==> config.mk <==
export PLATFORM = sky130hd
export DESIGN_NAME = sram_port_arbiter
export DESIGN_NICKNAME = d
export VERILOG_FILES = /design/src/rtl/sram_port_arbiter.sv
export SDC_FILE = /design/constraint.sdc
export NUM_CORES = 1
export LEC_CHECK = 0
export BUFFER_PORTS_ARGS = -buffer_cell sky130_fd_sc_hd__buf_4
export CELL_PAD_IN_SITES_DETAIL_PLACEMENT = 0
export CELL_PAD_IN_SITES_GLOBAL_PLACEMENT = 1
export CORE_ASPECT_RATIO = 0.6
export CORE_UTILIZATION = 33
export CTS_CLUSTER_SIZE = 10
export DETAILED_ROUTE_END_ITERATION = 8
export HOLD_SLACK_MARGIN = 0.15
export PLACE_DENSITY = 0.95
export SLEW_MARGIN = 40
export SYNTH_ARGS = -nofsm -noshare
export SYNTH_HDL_FRONTEND = slang
export SYNTH_SLANG_ARGS = --single-unit
==> constraint.sdc <==
create_clock -name clk -period 3.45 [get_ports clk]
set_input_delay 0.345 -clock clk [delete_from_list [all_inputs] [get_ports clk]]
set_output_delay 0.345 -clock clk [all_outputs]
set_load 0.05 [all_outputs]
==> src/rtl/sram_port_arbiter.sv <==
// Single-port image RAM arbiter for SPI loader, dither engine and debug query.
// Fixed priority SPI > ENG > DBG with an engine burst lock and debug anti-starvation.
//
// state | meaning
// ARB   | fixed priority SPI > ENG > DBG
// LOCK  | engine burst in progress, only ENG is granted
// FORCE | DBG granted ahead of everyone for one cycle (starvation or lock release)
module sram_port_arbiter #(
  parameter int IMAGE_ADDR_WIDTH = 16,
  parameter int RGB_SIZE         = 8,
  parameter int RD_LATENCY       = 2,
  parameter int STARVE_LIMIT     = 15
) (
  input  logic                        clk,
  input  logic                        rst_n,
  input  logic                        spi_req,
  input  logic [IMAGE_ADDR_WIDTH-1:0] spi_addr,
  input  logic [RGB_SIZE-1:0]         spi_wdata,
  output logic                        spi_gnt,
  input  logic                        eng_req,
  input  logic                        eng_we,
  input  logic                        eng_lock,
  input  logic [IMAGE_ADDR_WIDTH-1:0] eng_addr,
  input  logic [RGB_SIZE-1:0]         eng_wdata,
  output logic                        eng_gnt,
  output logic                        eng_rvalid,
  input  logic                        dbg_req,
  input  logic [IMAGE_ADDR_WIDTH-1:0] dbg_addr,
  output logic                        dbg_gnt,
  output logic                        dbg_rvalid,
  output logic [RGB_SIZE-1:0]         rdata,
  output logic [IMAGE_ADDR_WIDTH-1:0] ram_addr,
  output logic [RGB_SIZE-1:0]         ram_wdata,
  output logic                        ram_we,
  output logic                        ram_re,
  input  logic [RGB_SIZE-1:0]         ram_rdata,
  output logic [1:0]                  owner
);

  typedef enum logic [1:0] {ST_ARB, ST_LOCK, ST_FORCE} state_t;

  localparam logic [1:0] OWN_NONE   = 2'd0;
  localparam logic [1:0] OWN_SPI    = 2'd1;
  localparam logic [1:0] OWN_ENG    = 2'd2;
  localparam logic [1:0] OWN_DBG    = 2'd3;
  localparam logic [3:0] STARVE_MAX = 4'(STARVE_LIMIT);

  state_t     state, state_nxt;
  logic [3:0] starve_cnt;
  logic       starved;
  logic       spi_g, eng_g, dbg_g;
  logic [1:0] rd_tag;
  logic [1:0] tag_pipe [RD_LATENCY];

  assign starved = (starve_cnt == STARVE_MAX);

  // Grants are gated by rst_n so they drop immediately on reset assertion.
  always_comb begin
    spi_g     = 1'b0;
    eng_g     = 1'b0;
    dbg_g     = 1'b0;
    state_nxt = state;
    if (rst_n) begin
      if (state == ST_LOCK) begin
        eng_g = eng_req;
        if (!eng_lock) state_nxt = ST_FORCE;
      end else if (state == ST_FORCE && dbg_req) begin
        dbg_g     = 1'b1;
        state_nxt = ST_ARB;
      end else begin
        if (spi_req)      spi_g = 1'b1;
        else if (eng_req) eng_g = 1'b1;
        else if (dbg_req) dbg_g = 1'b1;
        if (starved && !dbg_g)     state_nxt = ST_FORCE;
        else if (eng_g && eng_lock) state_nxt = ST_LOCK;
        else                        state_nxt = ST_ARB;
      end
    end
  end

  assign spi_gnt = spi_g;
  assign eng_gnt = eng_g;
  assign dbg_gnt = dbg_g;
  assign owner   = spi_g ? OWN_SPI : (eng_g ? OWN_ENG : (dbg_g ? OWN_DBG : OWN_NONE));
  assign rd_tag  = (eng_g && !eng_we) ? OWN_ENG : (dbg_g ? OWN_DBG : OWN_NONE);

  // rdata is only meaningful with a valid; forcing 0 otherwise also covers reset.
  assign rdata = (eng_rvalid || dbg_rvalid) ? ram_rdata : '0;

  always_ff @(posedge clk or negedge rst_n) begin
    if (!rst_n) begin
      state <= ST_ARB;
    end else begin
      state <= state_nxt;
    end
  end

  always_ff @(posedge clk or negedge rst_n) begin
    if (!rst_n) begin
      starve_cnt <= '0;
    end else if (!dbg_req || dbg_g) begin
      starve_cnt <= '0;
    end else if (!starved) begin
      starve_cnt <= starve_cnt + 4'd1;
    end
  end

  always_ff @(posedge clk or negedge rst_n) begin
    if (!rst_n) begin
      ram_addr  <= '0;
      ram_wdata <= '0;
      ram_we    <= 1'b0;
      ram_re    <= 1'b0;
    end else begin
      ram_we <= 1'b0;
      ram_re <= 1'b0;
      if (spi_g) begin
        ram_addr  <= spi_addr;
        ram_wdata <= spi_wdata;
        ram_we    <= 1'b1;
      end else if (eng_g) begin
        ram_addr  <= eng_addr;
        ram_wdata <= eng_wdata;
        ram_we    <= eng_we;
        ram_re    <= ~eng_we;
      end else if (dbg_g) begin
        ram_addr  <= dbg_addr;
        ram_re    <= 1'b1;
      end
    end
  end

  // Owner tags travel alongside the RAM latency; clearing them on reset drops in-flight reads.
  always_ff @(posedge clk or negedge rst_n) begin
    if (!rst_n) begin
      for (int i = 0; i < RD_LATENCY; i++) tag_pipe[i] <= OWN_NONE;
      eng_rvalid <= 1'b0;
      dbg_rvalid <= 1'b0;
    end else begin
      tag_pipe[0] <= rd_tag;
      for (int i = 1; i < RD_LATENCY; i++) tag_pipe[i] <= tag_pipe[i-1];
      eng_rvalid <= (tag_pipe[RD_LATENCY-1] == OWN_ENG);
      dbg_rvalid <= (tag_pipe[RD_LATENCY-1] == OWN_DBG);
    end
  end

endmodule

=== Yosys cells after proc, flatten, opt, wreduce, memory -nomap -nowiden ===
Cells that the tools add are included.

* Add/sub/neg operators: 1
* Bitwise logic cells: 1
* Equal/unequal tests: 7
* Muxes and demuxes: 43
* Reductions and logical operators: 12

{| class="wikitable"
|+ Operators by type and width
! kind !! count
|-
| two-way mux 16 bit || 3
|-
| two-way mux 1 bit || 27
|-
| two-way mux 8 bit || 3
|-
| two-way mux 2 bit || 8
|-
| two-way mux 4 bit || 2
|-
| equality test 2 bit, second input constant || 3
|-
| adder 4 x 1 -> 4 bit, second input constant || 1
|-
| equality test 4 bit, second input constant || 1
|-
| logical AND 1 bit || 4
|-
| logical NOT 1 bit || 3
|-
| nonzero test 3 bit || 1
|-
| equality test 2 x 1 -> 1 bit, second input constant || 1
|-
| logical OR 1 bit || 2
|-
| inequality test 2 x 1 -> 1 bit, second input constant || 1
|-
| inequality test 2 bit, second input constant || 1
|-
| AND reduction 2 bit || 1
|-
| nonzero test 2 bit || 1
|-
| NOT 1 bit || 1
|}

* Register bits after elaboration: 38
* Output and inout port bits: 41
* Bits of input ports: 79
* Word-level logic and storage cells: 74

=== Depth between registers and ports, before layout ===
Gate-level depths: netlist of the first run.

* Word-level depth: 12
* Depth in mapped cells: 7
* Mapped depth without buffers: 6

=== Worst setup path after synthesis of the first run ===
No wires, ideal clock.

* Kind: reg-to-output
* Start: register dbg_rvalid
* End: output port rdata[0]
* Setup slack: 1.546 ns
* Arrival: 1.559 ns
* Buffers on the path: 0
* Cell stages (with the launch flop): 3
* Required time: 3.105 ns
* Path through: dfrtp_1 > nor2_1 > nor2b_1

* Longest elaborated chain between the ends: 2

{| class="wikitable"
|+ Ends and longest elaborated chain
! what !! RTL line !! RTL
|-
| from (decl) || 30 || <nowiki>output logic dbg_rvalid,</nowiki>
|-
| from (signal assigned) || 143 || <nowiki>dbg_rvalid <= (tag_pipe[RD_LATENCY-1] == OWN_DBG);</nowiki>
|-
| logical OR 1 bit || 88 || <nowiki>assign rdata = (eng_rvalid || dbg_rvalid) ? ram_rdata : '0;</nowiki>
|-
| two-way mux 8 bit || 88 ||
|-
| to (decl) || 31 || <nowiki>output logic [RGB_SIZE-1:0] rdata,</nowiki>
|}

Every way passes these cells.

=== Worst setup path after layout of the first run ===
* Start: input port rst_n
* End: output port owner[0]

* Longest elaborated chain between the ends: 4
* Elaborated cells on any way between the ends: 6
* Those cells by class: mux: 6

{| class="wikitable"
|+ Ends and longest elaborated chain
! what !! RTL line !! RTL
|-
| from (decl) || 15 || <nowiki>input logic rst_n,</nowiki>
|-
| two-way mux 1 bit || 63 || <nowiki>if (rst_n) begin</nowiki>
|-
| two-way mux 2 bit (2 in a row) || 84 || <nowiki>assign owner = spi_g ? OWN_SPI : (eng_g ? OWN_ENG : (dbg_g ? OWN_DBG : OWN_NONE));</nowiki>
|-
| two-way mux 2 bit * || 84 ||
|-
| to (decl) || 37 || <nowiki>output logic [1:0] owner</nowiki>
|}

Mark *: on every way between the ends. The rest lies on a longest branch, timed or not.

==> results of run 1 <==
==> state kept, by name, indices dropped and copies added (netlist names) <==
signal and count:
ram_we 1, tag_pipe 4, starve_cnt 4, ram_wdata 8
dbg_rvalid 1, state 2, ram_addr 16, eng_rvalid 1
ram_re 1
==> Yosys cell counts (2+ instances only) <==
library cell  instances
nand2_1              18
nor2b_1              10
o21ai_1               4
nand2_2               2
a2bb2oi_1             8
and3_1                3
buf_2                 2
inv_1                18
a32oi_1              16
o211ai_1             16
nand3b_1              2
dfrtp_1              38
inv_2                 4
nor2_1                3
o22ai_1               9
and2_1                2
buf_6                 3
o2111a_1              2
==> area by class of cell <==
cell class,instances,area (µm²)
Fill cell,530,2562
Sequential cell,38,950.9
Timing Repair Buffer,124,937.1
Multi-Input combinational cell,115,844.6
Tap cell,80,100.1
Inverter,23,88.84
Clock buffer,6,82.58
Clock inverter,1,30.03
==> routing by layer <==
metal,GRT usage,wire length [µm],up-vias,part of all wire
li1,-,-,925,-
met1,0.2475,2583,941,0.45
met2,0.3053,2585,105,0.45
met3,0.06129,531,2,0.093
met4,0.04348,24,0,0.0042
met5,0,0,-,0
==> power groups by stage <==
stage          Combinational [mW]  Sequential (mW)  Clock, mW
2_1_floorplan               0.379             1.04          0
3_3_place_gp                 1.11            0.665          0
6_report                     1.13            0.661      0.379
5_1_grt                      1.19            0.678      0.410
4_1_cts                      1.13            0.662      0.388
3_5_place_dp                 1.13            0.666          0
==> worst max-delay path by stage <==
| stage | from | end | slack [ns] | depth (start not counted) |
|---|---|---|---|---|
| 4_1_cts | rst_n | dbg_gnt | 0.88 | 7 |
| 3_3_place_gp | rst_n | owner[0] | 1.46 | 6 |
| 5_1_grt | rst_n | owner[0] | 0.77 | 7 |
| 3_5_place_dp | rst_n | owner[0] | 1.44 | 6 |
| 6_report | rst_n | owner[0] | 0.91 | 7 |
| 2_1_floorplan | dbg_rvalid | rdata[0] | 1.55 | 2 |
==> stage by stage <==
stage / hold slack, ns / setup WS, ns / total power [mW]
CTS: 0.2357 / 0.8815 / 2.177
detailed placement: 0.2422 / 1.435 / 1.794
global route: 0.2441 / 0.7736 / 2.277
floorplan: 0.04941 / 1.546 / 1.422
global placement: 0.2387 / 1.464 / 1.773
finish: 0.2454 / 0.9143 / 2.165
==> repair_timing <==
item,CTS,global route
endpoints found under the setup margin,0,0
resized for setup,0,0
hold buffers,1,0
endpoints found under the hold margin,19,0
==> cell families (layout without fill, tap and decap cells) <==
| kind of cell | Yosys count | in the layout |
|---|---|---|
| adder cells (fa/ha/maj) | 2 | 2 |
| buffers and inverters | 29 | 154 |
| flip-flops | 38 | 38 |
| AO/OA/AOI/OAI | 62 | 62 |
| AND/OR/NAND/NOR | 49 | 49 |
| XOR/XNOR | 1 | 1 |
| multiplexers | 1 | 1 |
==> reports/qor.log, run 1 <==
[sta] setup repair after global routing missed its margin no
[place] detailed placement HPWL 4.443 mm
[sta] worst rel slew slack 0.6280
[sta] Setup Total Neg Slack 0 ns
[cts] Max Buffers Root-to-Sink 2
[run] number of maximum-capacitance constraint violations 0
[worst_hold_path] capture endpoint of the worst hold path tag_pipe[3]
[drt] vias post-DR 1973
[place] Placement Cell Area 2900 µm²
[drt] via count normalized by instance count 5.098
[power] share of total power in sequential cells 0.305
[yosys] cell type contributing the most total cell area after synthesis dfrtp_1
[final_layout] Diodes inserted 0
[place] routability congestion estimate from global placement 0.7389
[sta] final setup violation count 0
[sta] maximum achievable frequency 394.4 MHz
[final_layout] Final nets 387
[sta] number of failing hold endpoints at the final stage 0
[yosys] share of synthesized cell area in full adder, half adder and majority cells 0.01231
[cts] setup repair bufs after CTS 0
[die] die footprint 6174 µm²
[power] peak supply drop 0.2851 mV
[critical_path] crit end category primary output
[critical_path] launching point of the worst reg2reg path state[0]
[yosys] post-synthesis async set-or-reset flop share 1.000
[die] I/O Pins 120
[global_routing] overflow left after global routing 0
[sta] transition time at the pin with the least slew margin 0.5543 ns
[global_routing] largest net degree at the start of global routing 24
[yosys] XOR/XNOR share of the synthesized area 0.004534
[drt] count of antenna-violating nets left after detailed routing 0
[cts] cts bufs inserted 5
[yosys] Post-Synthesis Cells 182
[critical_path] slowest library cell on the worst path dlygate4sd3_1
[die] floorplan core area 5597 µm²
[final_layout] final core utilization 0.5421
[critical_path] critical-path cell list dlygate4sd3_1, buf_4, inv_2, nor4_4, buf_4, nand2b_1, buf_4
[sta] Final Critical Period 2.536 ns
[critical_path] arrival time at the worst endpoint 2.19 ns
[cts] H-tree level count 2
[final_layout] Post-Layout Cell Count 387
[yosys] register area share after synthesis 0.4922
[yosys] Avg Cell Area, Syn 10.61 µm²
[cts] TritonCTS clock tree built
[cts] clock latency of the later-clocked register in the worst-skew pair 0.29 ns
[drt] wire length per cell after detailed routing 14.79 µm
[drt] initial detailed-routing violation count 68
[yosys] distinct cell type count of the synthesized netlist 40
[final_layout] Post-Layout Inst Area 3034 µm²
[final_layout] most common library cell in the layout ignoring fill and taps buf_4
[critical_path] required time worst endpoint 3.11 ns
[power] switching part of the total power 0.4513
[die] die boundary width 100.8 µm
[final_layout] share of final-layout standard cells stronger than drive strength 1 0.4788
[critical_path] Worst R2R Path Depth 6
[critical_path] most used cell along the critical path buf_4
[yosys] Synth Area in Compound Gates 0.2578
[die] number of standard-cell rows in the floorplan 21
[yosys] multiplexer share of the synthesized area 0.005829
[yosys] dominant cells by area after synthesis dfrtp_1 (49%), a32oi_1 (7.3%), o211ai_1 (6.2%)
[global_routing] vias in the first global route 1827
[power] internal power 1.188 mW
[drt] final wirelength 5.724 mm
[sta] number of pins with negative max-slew slack in the final report 0
[critical_path] number of buffer and inverter stages on the critical path 5
[cts] cell chosen for the clock root clkbuf_8
[yosys] EDFF count, synth 0
[status] result of the run finished, final reports clean
[critical_path] internal reg-to-reg setup slack 1.86 ns
[place] number of buffer cells added on primary ports 119
[yosys] synthesized net count 262
[cts] number of clock sinks 38
[yosys] share of the synthesized area in the top cell type 0.4922
[power] combinational group share of total power 0.520
[final_layout] synth-to-layout area growth 57.06%
[yosys] Seq cells post-synth 38
[global_routing] global-route total usage across every layer 0.1873
[critical_path] critical path's largest stage delay 0.53 ns
[drt] count of unresolved DRC violations after routing 0
[yosys] Cell Area, Synth 1932 µm²
[worst_hold_path] Worst Hold Launch eng_we
[critical_path] Crit Path Max Fanout 21
[critical_path] CP Launch Type input pin
[power] total power density per cell area 713.5 nW/µm²
[worst_hold_path] Worst Hold Path Cells 2
[sta] portion of the clock cycle consumed by the worst path in the final layout 0.7350
[die] die height 61.27 µm
[worst_hold_path] class of the tightest hold or removal check input pin to register
[critical_path] CP top delay family buffers and inverters
[power] power share of the clock group 0.175
[global_routing] global-route wire length before repair 8.604 mm
[power] leak pwr 1.481 nW
[cts] register clock-pin slew on the reported worst setup and hold paths 0.08 ns
[yosys] main combinational cell family by area after synthesis compound AO/OA/AOI/OAI gates
[critical_path] start-to-end type of the worst setup path input pin to primary output
[place] instance count after placement with tap cells included 378
[power] Net Switching 977.0 µW
[sta] Setup Skew 0.008722 ns
[critical_path] end of the worst register-to-register path ram_addr[3]
[drt] DR pass1 iterations 4
[yosys] Ys Warns 0
[global_routing] number of antenna violations at the first check in global routing 0
[die] Initial Util 0.3452
[yosys] dominant register cell in the synthesized netlist dfrtp_1
[final_layout] most frequent cells in the layout buf_4 (122), dfrtp_1 (38), inv_1 (18), nand2_1 (18)
[yosys] Simple-Gate Fraction of Synth Area 0.1567
No activity file was read; power rests on OpenSTA's default activity.
==> run 2, diff against run 1 <==
Settings changed: CORE_UTILIZATION 33 to 28, PLACE_DENSITY 0.95 to 0.87.
Clock period 3.45 ns to 2.1 ns, I/O delays scaled along.
==> run 2 against run 1 <==
Design area rose by 2.3%; setup slack worse by 0.80 ns; clock power increased by 97%; final cell count up 2.8%; clock skew is 0.0071 ns lower; first-iteration DRC count grew 28%; sequential power increased by 63%; global-route usage shrank 2.7 points; worst hold slack lost 0.081 ns; sequential cell count unchanged; critical path type is now register to primary output; critical endpoint is now eng_gnt.
==> reports/qor.log, run 2 (synthesized netlist as in run 1, its figures left out) <==
[run] number of maximum-capacitance constraint violations 0
[status] result of the run finished, final reports clean
[drt] initial detailed-routing violation count 87
[global_routing] global routing usage on met2 0.2398
[critical_path] CP Launch Type register
[cts] cell chosen for the clock root clkbuf_16
[sta] portion of the clock cycle consumed by the worst path in the final layout 0.9444
[final_layout] most frequent cells in the layout buf_4 (124), dfrtp_1 (38), inv_1 (18), nand2_1 (18)
[sta] setup repair after global routing missed its margin no
[final_layout] share of final-layout standard cells stronger than drive strength 1 0.4759
[sta] Setup Skew 0.001667 ns
[final_layout] Diodes inserted 0
[die] die footprint 7247 µm²
[die] I/O Pins 120
[power] overall power consumption 3.686 mW
[global_routing] vias in the first global route 1731
[cts] register clock-pin slew on the reported worst setup and hold paths 0.06 ns
[sta] worst rel slew slack 0.5960
[final_layout] max FFs per register 16
[critical_path] required time worst endpoint 1.89 ns
[sta] Worst Hold Margin 0.1646 ns
[sta] Setup Total Neg Slack 0 ns
[power] total power density per cell area 1187 nW/µm²
[drt] wire length per cell after detailed routing 14.15 µm
[global_routing] GRT busiest layer met2
[power] leak pwr 1.510 nW
[place] routability congestion estimate from global placement 0.7701
[final_layout] Final nets 390
[place] detailed placement HPWL 4.295 mm
[drt] vias post-DR 1890
[sta] transition time at the pin with the least slew margin 0.6019 ns
[cts] TritonCTS clock tree built
[critical_path] crit end category primary output
[die] Initial Util 0.2894
[die] floorplan core area 6676 µm²
[critical_path] arrival time at the worst endpoint 1.77 ns
[drt] DR pass1 iterations 4
[drt] count of antenna-violating nets left after detailed routing 0
[global_routing] global-route total usage across every layer 0.1600
[critical_path] start-to-end type of the worst setup path register to primary output
[cts] cts bufs inserted 5
[cts] H-tree level count 2
[cts] clock latency of the later-clocked register in the worst-skew pair 0.27 ns
[sta] maximum achievable frequency 504.2 MHz
[final_layout] final core utilization 0.4650
[die] die height 66.34 µm
[place] number of buffer cells added on primary ports 119
[place] instance count after placement with tap cells included 387
[cts] Max Buffers Root-to-Sink 2
[final_layout] register name with the most flops ram_addr
[global_routing] global-route wire length before repair 8.625 mm
[final_layout] Top Registers ram_addr: 16 flops, ram_wdata: 8 flops
[final_layout] Fill cells 654
[global_routing] overflow left after global routing 0
[sta] final setup violation count 0
[worst_hold_path] class of the tightest hold or removal check input pin to register
[final_layout] Post-Layout Cell Count 398
[global_routing] number of antenna violations at the first check in global routing 0
[sta] number of failing hold endpoints at the final stage 0
[cts] number of clock sinks 38
[global_routing] global routing usage on met3 0.04335
[drt] count of unresolved DRC violations after routing 0
[global_routing] met1 Resource Use GR 0.2263
[cts] setup repair bufs after CTS 0
[drt] via count normalized by instance count 4.749
[final_layout] synth-to-layout area growth 60.69%
[die] number of standard-cell rows in the floorplan 23
[sta] number of pins with negative max-slew slack in the final report 0
[die] die boundary width 109.2 µm
[critical_path] Crit Path Max Fanout 18
[sta] Final Critical Period 1.983 ns
[global_routing] largest net degree at the start of global routing 31
[final_layout] most common library cell in the layout ignoring fill and taps buf_4
[drt] final wirelength 5.633 mm
[power] peak supply drop 0.5809 mV
run 2: cell types whose count changed in the layout (fill, tap and decap cells not counted), sizes merged:
cell and delta:
buf +1, bufinv -1, clkbuf +1, clkinv +1, dlygate4sd3 +2
run 2: critical path, stage by stage (launching register included):
cell      delay (ns)
dfrtp_1         0.44
nand2b_2        0.24
nand2_2         0.25
nand3_4         0.15
inv_4           0.19
buf_4           0.23
run 2: path summary, 6_finish.rpt:
path,start,end,cells after the start,slack (ns)
worst min register to register,tag_pipe[2],tag_pipe[0],0,0.35
min in group asynchronous,rst_n,ram_addr[0],3,0.54
worst min-delay path,spi_addr[13],ram_addr[13],3,0.16
worst max register to register,starve_cnt[0],state[0],5,0.44
worst max-delay path,state[1],eng_gnt,5,0.12
max in group asynchronous,rst_n,starve_cnt[1],3,0.75
run 2: final cells by class:
cell class              count  area, µm²  area share
repair buffers            127      960.9      0.3096
clock inverters             1      5.005    0.001612
inverters                  23      88.84     0.02862
well taps                  87      108.9     0.03507
clock buffers               7      142.6     0.04595
flip-flops and latches     38      950.9      0.3063
multi-input cells         115      847.1      0.2729
run 2: routing by layer:
layer,up-vias,share of wire
met5,-,0
met4,0,0.0051
met3,5,0.074
met1,875,0.47
li1,934,-
met2,76,0.45
run 2: stage by stage:
step | area (µm²) | setup slack (ns)
5_1_grt | 3104 | 0.01747
4_1_cts | 3092 | 0.1015
3_3_place_gp | 2924 | 0.4360
6_report | 3104 | 0.1167
3_5_place_dp | 2924 | 0.4035
2_1_floorplan | 1932 | 0.3315
run 2: report_power, final:
group          switching [mW]  internal (mW)
Sequential              0.134          0.945
Combinational            1.22          0.638
Clock                   0.275          0.470
Total                    1.63           2.05
run 2: what timing repair did:
| action | in CTS | in global routing |
|---|---|---|
| gates resized for setup | 0 | 1 |
| hold buffers | 2 | 2 |
| endpoints found under the setup margin | 0 | 3 |
| hold endpoints to repair | 39 | 11 |
==> run 3, diff against run 2 <==
Settings changed: SETUP_SLACK_MARGIN set to 0.15.
==> run 3 against run 2 <==
Combinational power hardly changed; fmax is 6.3% higher; critical path depth stayed put; sequential share of layout area is 0.095 points lower; sequential cell count stayed put; wire length is 1.3% higher; register-to-register slack hardly changed; final cell count stayed put; non-clock buffer count stayed put; via count is 2.0% higher; die area stayed put; sequential power hardly changed; critical path type unchanged; largest cell class unchanged; largest power group unchanged; highest routed layer unchanged.
==> reports/qor.log, run 3 (synthesized netlist as in run 1, its figures left out) <==
[place] detailed placement HPWL 4.295 mm
[final_layout] share of final-layout standard cells stronger than drive strength 1 0.4791
[cts] cts bufs inserted 5
[critical_path] CP top delay family simple AND/OR/NAND/NOR gates
[global_routing] vias in the first global route 1732
[critical_path] required time worst endpoint 1.89 ns
[critical_path] Crit Path Max Fanout 18
[critical_path] critical-path cell list nand2b_2, nand2_4, nand3_4, inv_6, buf_4
[cts] Max Buffers Root-to-Sink 2
[die] number of standard-cell rows in the floorplan 23
[critical_path] critical path's largest stage delay 0.44 ns
[final_layout] final core utilization 0.4670
[cts] TritonCTS clock tree built
[drt] count of unresolved DRC violations after routing 0
[drt] via count normalized by instance count 4.844
[global_routing] global-route total usage across every layer 0.1598
[sta] setup repair after global routing missed its margin no
[power] leak pwr 1.521 nW
[drt] initial detailed-routing violation count 95
[final_layout] Final nets 390
[cts] number of clock sinks 38
[sta] Final Critical Period 1.865 ns
[place] number of buffer cells added on primary ports 119
[sta] Setup Skew 0.002782 ns
[final_layout] Top Registers ram_addr: 16 flops, ram_wdata: 8 flops
[run] number of maximum-capacitance constraint violations 0
[die] die footprint 7247 µm²
[drt] DR pass1 iterations 4
[global_routing] largest net degree at the start of global routing 31
[final_layout] most frequent cells in the layout buf_4 (124), dfrtp_1 (37), inv_1 (18), nand2_1 (18)
[critical_path] CP Launch Type register
[final_layout] Diodes inserted 0
[place] routability congestion estimate from global placement 0.7701
[sta] maximum achievable frequency 536.1 MHz
[cts] cell chosen for the clock root clkbuf_16
[final_layout] synth-to-layout area growth 61.40%
[critical_path] start-to-end type of the worst setup path register to primary output
[cts] register clock-pin slew on the reported worst setup and hold paths 0.06 ns
[critical_path] crit end category primary output
[die] die height 66.34 µm
[worst_hold_path] class of the tightest hold or removal check input pin to register
[power] total power density per cell area 1188 nW/µm²
[die] die boundary width 109.2 µm
[sta] number of failing hold endpoints at the final stage 0
[cts] H-tree level count 2
[final_layout] register name with the most flops ram_addr
[sta] portion of the clock cycle consumed by the worst path in the final layout 0.8883
[final_layout] most common library cell in the layout ignoring fill and taps buf_4
[die] I/O Pins 120
[sta] final setup violation count 0
[global_routing] global-route wire length before repair 8.611 mm
[place] minimum setup slack after placement 0.4035 ns
[sta] post-route worst setup slack 0.2347 ns
[sta] transition time at the pin with the least slew margin 0.6199 ns
[cts] clock latency of the later-clocked register in the worst-skew pair 0.27 ns
[drt] final wirelength 5.704 mm
[global_routing] number of antenna violations at the first check in global routing 0
[final_layout] max FFs per register 16
[power] peak supply drop 0.5814 mV
[sta] Setup Total Neg Slack 0 ns
[critical_path] number of buffer and inverter stages on the critical path 2
[sta] worst rel slew slack 0.5840
[global_routing] overflow left after global routing 0
[sta] number of pins with negative max-slew slack in the final report 0
[critical_path] arrival time at the worst endpoint 1.66 ns
[critical_path] slowest library cell on the worst path dfrtp_1
[die] floorplan core area 6676 µm²
[die] Initial Util 0.2894
[status] result of the run finished, final reports clean
[drt] count of antenna-violating nets left after detailed routing 0
[drt] wire length per cell after detailed routing 14.33 µm
[cts] setup repair bufs after CTS 0
[drt] vias post-DR 1928
-- run 3: cell types whose count changed in the layout (fill, tap and decap cells not counted) --
| cell | change |
|---|---|
| nand2_2 | -2 |
| dfrtp_1 | -1 |
| inv_4 | -1 |
| dfrtp_2 | +1 |
| inv_6 | +1 |
| nand2_4 | +2 |
-- run 3: area by class of cell --
| cell class | instances | area [µm²] |
|---|---|---|
| timing repair buffer | 127 | 960.9 |
| inverter | 23 | 91.34 |
| clock buffer | 7 | 142.6 |
| multi-input combinational | 115 | 857.1 |
| tap | 87 | 108.9 |
| clock inverter | 1 | 5.005 |
| sequential | 38 | 952.2 |
| fill | 657 | 3558 |
-- run 3: path summary, 6_finish.rpt --
path	from	end	slack, ns	cells after the start
worst max-delay path	state[1]	eng_gnt	0.23	5
worst min-delay path	spi_addr[13]	ram_addr[13]	0.16	3
worst max register to register	starve_cnt[0]	state[0]	0.45	5
worst min register to register	tag_pipe[2]	tag_pipe[0]	0.35	0
max in group asynchronous	rst_n	state[0]	1.24	3
min in group asynchronous	rst_n	dbg_rvalid	0.47	2
-- run 3: timing repair --
action,4_1_cts,5_1_grt
hold buffers,2,2
gates resized for setup,2,3
pin swaps,0,1
setup endpoints to repair,4,6
hold endpoints to repair,39,11
-- run 3: metrics by stage --
stage               hold slack [ns]  power (mW)  instance area [µm²]  cells
finish                       0.1646       3.705                 3118    398
global route                 0.1636       3.892                 3118    398
CTS                          0.1596       3.718                 3102    397
detailed placement          0.07115       2.944                 2924    387
global placement            0.06677       2.935                 2924    387
floorplan                  -0.08559       2.336                 1932    182
-- run 3: per-layer routing --
| metal | part of all wire | wire length (µm) | GRT usage | vias to the layer above |
|---|---|---|---|---|
| li1 | - | - | - | 934 |
| met1 | 0.46 | 2645 | 0.2251 | 893 |
| met2 | 0.44 | 2528 | 0.2406 | 94 |
| met3 | 0.086 | 492 | 0.04335 | 7 |
| met4 | 0.0067 | 38 | 0.04000 | 0 |
| met5 | 0 | 0 | 0 | - |
-- run 3: worst register-to-register path, stage by stage, from the launching register on --
cell,delay [ns]
dfrtp_1,0.40
ha_1,0.25
nand3_1,0.23
nand4_1,0.17
a22o_1,0.23
a211oi_1,0.26
-- run 3: where the power goes --
part           switching [mW]  internal, mW  leakage (nW)
logic                    1.23         0.642         0.976
registers               0.134         0.947         0.471
clock network           0.277         0.470        0.0739
total                    1.65          2.06          1.52
